<file path="config.mk">
export PLATFORM = sky130hd
export DESIGN_NAME = fabric_add_tag
export DESIGN_NICKNAME = d
export VERILOG_FILES = /design/src/rtl/fabric_tag_pkg.sv /design/src/rtl/fabric_sync_fifo.sv /design/src/rtl/fabric_add_tag.sv
export SDC_FILE = /design/constraint.sdc
export NUM_CORES = 1
export LEC_CHECK = 0
export BUFFER_PORTS_ARGS = -buffer_cell sky130_fd_sc_hd__buf_2
export CORE_ASPECT_RATIO = 0.6
export CORE_UTILIZATION = 30
export CTS_BUF_LIST = sky130_fd_sc_hd__clkbuf_16
export CTS_CLUSTER_DIAMETER = 150
export CTS_CLUSTER_SIZE = 10
export DETAILED_ROUTE_END_ITERATION = 10
export HOLD_SLACK_MARGIN = 0.08
export PLACE_DENSITY_LB_ADDON = 0.05
export SKIP_CTS_REPAIR_TIMING = 1
export SLEW_MARGIN = 10
export SYNTH_ARGS = -nofsm -noshare
export SYNTH_HDL_FRONTEND = slang
export SYNTH_HIERARCHICAL = 1
export SYNTH_SLANG_ARGS = --single-unit
</file>
<file path="constraint.sdc">
create_clock -name clk -period 3 [get_ports clk]
set_clock_uncertainty 0.1 [all_clocks]
set_input_delay 0.15 -clock clk [delete_from_list [all_inputs] [get_ports clk]]
set_output_delay 0.15 -clock clk [all_outputs]
set_load 0.005 [all_outputs]
</file>
<file path="src/rtl/fabric_tag_pkg.sv">
// fabric_tag_pkg: constants and tag-wrap helper shared by the
// add_tag and del_tag fabric stages.
package fabric_tag_pkg;

  localparam int FABRIC_DATA_WIDTH = 32;
  localparam int FABRIC_TAG_WIDTH  = 4;

  // Advance a tag modulo num_tags. The compare runs wider than any
  // tag, so a full 2^TAG_WIDTH modulus wraps without overflow, and an
  // out-of-range current value falls back to 0 on its next advance.
  function automatic logic [31:0] next_tag(
    input logic [31:0] cur,
    input logic [31:0] num_tags
  );
    logic [31:0] inc;
    inc = cur + 32'd1;
    return (inc < num_tags) ? inc : 32'd0;
  endfunction

endpackage

</file>
<file path="src/rtl/fabric_sync_fifo.sv">
// fabric_sync_fifo: synchronous FIFO, power-of-two DEPTH.
// Ports: clk, rst (sync high), push, pop, wr_data, rd_data (head), count.
module fabric_sync_fifo #(
  parameter int WIDTH = 36,
  parameter int DEPTH = 4
) (
  input  logic                     clk,
  input  logic                     rst,
  input  logic                     push,
  input  logic                     pop,
  input  logic [WIDTH-1:0]         wr_data,
  output logic [WIDTH-1:0]         rd_data,
  output logic [$clog2(DEPTH):0]   count
);

  localparam int AW = $clog2(DEPTH);

  logic [WIDTH-1:0] mem [DEPTH];
  logic [AW-1:0]    wr_ptr;
  logic [AW-1:0]    rd_ptr;

  // Caller only pushes when not full and pops when not empty.
  always_ff @(posedge clk) begin
    if (rst) begin
      wr_ptr <= '0;
      rd_ptr <= '0;
      count  <= '0;
    end else begin
      if (push)
        wr_ptr <= wr_ptr + 1'b1;
      if (pop)
        rd_ptr <= rd_ptr + 1'b1;
      if (push && !pop)
        count <= count + 1'b1;
      else if (!push && pop)
        count <= count - 1'b1;
    end
  end

  always_ff @(posedge clk) begin
    if (push)
      mem[wr_ptr] <= wr_data;
  end

  assign rd_data = mem[rd_ptr];

endmodule

</file>
<file path="src/rtl/fabric_add_tag.sv">
// fabric_add_tag: stamps accepted tokens with a wrapping tag and
// buffers {tag, data} in an output FIFO. Optional stats counters
// (stat_accepted, stat_stall) under FABRIC_ADD_TAG_STATS_EN.
// Ports: clk, rst, in_valid/in_ready/in_data, tag_base, tag_restart,
// out_valid/out_ready/out_data, occupancy.
module fabric_add_tag
  import fabric_tag_pkg::*;
#(
  parameter int DATA_WIDTH = FABRIC_DATA_WIDTH,
  parameter int TAG_WIDTH  = FABRIC_TAG_WIDTH,
  parameter int NUM_TAGS   = 16,
  parameter int DEPTH      = 4
) (
  input  logic                          clk,
  input  logic                          rst,
  input  logic                          in_valid,
  output logic                          in_ready,
  input  logic [DATA_WIDTH-1:0]         in_data,
  input  logic [TAG_WIDTH-1:0]          tag_base,
  input  logic                          tag_restart,
  output logic                          out_valid,
  input  logic                          out_ready,
  output logic [TAG_WIDTH+DATA_WIDTH-1:0] out_data,
  output logic [$clog2(DEPTH):0]        occupancy
`ifdef FABRIC_ADD_TAG_STATS_EN
  ,
  output logic [31:0]                   stat_accepted,
  output logic [31:0]                   stat_stall
`endif
);

  localparam int CW = $clog2(DEPTH) + 1;

  logic [TAG_WIDTH-1:0] tag_cnt;
  logic                 accept;
  logic                 pop;

  // Ready depends only on occupancy: a full FIFO stays closed
  // even while it is being popped.
  assign in_ready  = (occupancy != CW'(DEPTH));
  assign out_valid = (occupancy != '0);
  assign accept    = in_valid && in_ready;
  assign pop       = out_valid && out_ready;

  // Restart wins over advance; the token accepted alongside a
  // restart already carries the pre-restart tag.
  always_ff @(posedge clk) begin
    if (rst)
      tag_cnt <= tag_base;
    else if (tag_restart)
      tag_cnt <= tag_base;
    else if (accept)
      tag_cnt <= TAG_WIDTH'(next_tag(32'(tag_cnt), 32'(NUM_TAGS)));
  end

  fabric_sync_fifo #(
    .WIDTH (TAG_WIDTH + DATA_WIDTH),
    .DEPTH (DEPTH)
  ) u_fifo (
    .clk     (clk),
    .rst     (rst),
    .push    (accept),
    .pop     (pop),
    .wr_data ({tag_cnt, in_data}),
    .rd_data (out_data),
    .count   (occupancy)
  );

`ifdef FABRIC_ADD_TAG_STATS_EN
  always_ff @(posedge clk) begin
    if (rst) begin
      stat_accepted <= '0;
      stat_stall    <= '0;
    end else begin
      if (accept && stat_accepted != 32'hFFFF_FFFF)
        stat_accepted <= stat_accepted + 32'd1;
      if (in_valid && !in_ready && stat_stall != 32'hFFFF_FFFF)
        stat_stall <= stat_stall + 32'd1;
    end
  end
`endif

endmodule

</file>
==> summary.txt <==
Status
  • Outcome: finished, final reports clean

Setup path
  • Critical path origin: u_fifo/count[1]
  • Arrival time at the worst endpoint: 2.75 ns
  • WS Path Type: flop to flop
  • Crit path max fanout: 5
  • Crit path capture type: flop
  • Top delay family on crit path: simple AND/OR/NAND/NOR gates
  • Slowest stage delay, CP: 0.49 ns
  • Critical Path RT: 3.24 ns
  • CP Launch Type: flop
  • Crit path cell chain: or3_2, and2_1, inv_1, ha_1, inv_1, fa_1, xor2_1, or3_1, a21oi_1
  • CP Buf/Inv Count: 2
  • RR Startpoint: u_fifo/count[1]
  • CP max-delay cell: or3_2
  • Crit path top cell by count: inv_1

CTS
  • CTS tree: yes
  • Root buf cell: clkbuf_16
  • Total CTS buffers: 17
  • CTS HTree Levels: 4
  • Clock sinks: 157
  • CTS clk-pin slew, worst paths: 0.06 ns
  • Clk_lat worst skew: 0.41 ns
  • Clock Tree Buf Depth: 2

Pwr
  • Leak Pwr: 2.637 nW
  • Pwr dens: 804.9 nW/µm²
  • Overall power: 6.121 mW
  • Max VDD drop: 434.0 µV

Route
  • Drt pass-1 iters: 4
  • Routed vias: 2,895
  • Final antenna-violating net count: 0
  • Routed wire per std cell: 16.88 µm
  • Vias per inst: 4.321
  • Starting DRT DRC Count: 117
  • DRC errors left: 0
  • Routed wire length: 11,310 µm

Die
  • I/O pins: 82
  • Row cnt: 39
  • Initial Utilization: 30.91%
  • Die area: 20,350 µm²
  • CORE AREA: 19,180 µm²
  • Die width: 183.5 µm
  • Die Y: 110.9 µm

Worst hold path
  • Min-delay src: in_valid
  • Worst min-delay path category: input pin to flop

Logic synthesis
  • Cells after Synth: 253
  • Syn_nets: 301
  • Flops & latches, synth: 157
  • Top post-synthesis cells by area: edfxtp_1 75%, mux4_2 11%, dfxtp_1 3.0%
  • Async set-reset flop share out of synthesis: 0%
  • Synth Flop Type: edfxtp_1
  • Largest area contributor in the netlist: edfxtp_1
  • Top-area cell type share of the netlist area: 74.97%
  • Mapped Avg Cell Area: 23.43 µm²
  • Seq/Total Area, Yosys: 78.01%
  • Mapped cell area: 5928 µm²
  • YS warnings: 6
  • Post-synth cell types: 29
  • Post-synth EDFFs: 148

STA
  • Max Freq: 399.4 MHz
  • Worst hold slack: 0.08316 ns
  • Count of final setup violators: 0
  • Slew margin rel.: 59.89%
  • RSZ-0062 raised after global routing: no
  • Fin crit share: 83.46%
  • Fin crit period: 2.504 ns
  • Slew Viols, Final: 0
  • Worst-Margin Slew: 0.6016 ns
  • TNS Setup: 0 ns
  • Hold Fails Final Rpt: 0

Global route
  • Vias in the first global route: 2,870
  • First-pass GRT wire length: 17,090 µm
  • Initial antenna violation count: 1
  • Global Route Usage Sum: 11.89%
  • Pin count of the biggest net entering global routing: 37
  • Total grt overflow: 0

Layout
  • Layout Nets: 438
  • Layout cell share with drive strength beyond 1: 38.71%
  • Final core occ: 39.66%
  • Synth-to-Final Area Change: 28.28%

Placed design
  • Routability cong.: 0.6897
  • IO buf count: 81

Flow run
  • Max Cap Violations: 0
[per-stage QoR]
step	instances	worst slack, ns	cell area, µm²
after floorplan	253	0.6010	5928
after global placement	598	0.5431	6669
after detailed placement	598	0.5186	6669
after CTS	630	0.4974	7212
after global routing	670	0.3287	7605
final	670	0.4961	7605
[layer usage]
metal	up-vias	global-route usage, %	routed length [µm]
li1	1329	-	-
met1	1478	15.85	5277
met2	76	17.40	5275
met3	12	4.304	588
met4	0	5.167	168
met5	-	0	0
[path summary, 6_finish.rpt]
| path | endpoint | slack, ns | cells past startpoint |
|---|---|---|---|
| worst max-delay path | u_fifo/count[2] | 0.50 | 9 |
| worst min-delay path | u_fifo/wr_ptr[1] | 0.08 | 4 |
| worst max register to register | u_fifo/count[2] | 0.50 | 9 |
| worst min register to register | u_fifo/count[2] | 0.42 | 2 |
[registers in the layout, indices dropped and copies added, names as in the netlist, named ones only]
register,flops
u_fifo/count,3
u_fifo/mem,144
u_fifo/wr_ptr,2
tag_cnt,4
u_fifo/rd_ptr,2
[cell usage in the layout (no fill, tap or decap), types with 6 or more instances in the layout]
cell / synthesis / routed
ha_1: 6 / 6
dlygate4sd3_1: 0 / 39
dfxtp_1: 9 / 7
nor2_1: 9 / 9
clkbuf_16: 0 / 17
mux4_1: 6 / 6
inv_1: 5 / 9
mux4_2: 30 / 30
edfxtp_1: 148 / 148
clkinv_2: 0 / 7
buf_2: 3 / 81
[cells in the mapped netlist, types with 5 or more instances]
cell type  number
edfxtp_1      148
mux4_2         30
dfxtp_1         9
nor2_1          9
ha_1            6
mux4_1          6
and2_1          5
inv_1           5
[area by class of cell]
cell class	count	area [µm²]
Antenna cell	1	2.502
Clock buffer	17	425.4
Clock inverter	15	117.6
Fill cell	1744	11570
Inverter	5	18.77
Multi-Input combinational cell	82	1195
Sequential cell	157	4627
Tap cell	266	332.8
Timing Repair Buffer	127	885.9
[tightest hold or removal path, cell delays in order]
cell     delay (ns)
buf_2          0.08
and2_4         0.18
mux2i_1        0.08
nor2_1         0.07
[cells by family after synthesis]
| logic type | Yosys count | synth area share [%] |
|---|---|---|
| AO/OA/AOI/OAI | 7 | 0.6331 |
| flip-flops | 157 | 78.01 |
| AND/OR/NAND/NOR | 22 | 2.174 |
| buffers and inverters | 14 | 1.920 |
| adder cells (fa/ha/maj) | 7 | 1.604 |
| multiplexers | 40 | 14.77 |
| XOR/XNOR | 6 | 0.8866 |
[report_power, final]
part	internal (mW)	switching, mW
clock	1.19	0.783
sequential	2.70	0.112
combinational	0.699	0.638
(Power assumes the default switching activity.)
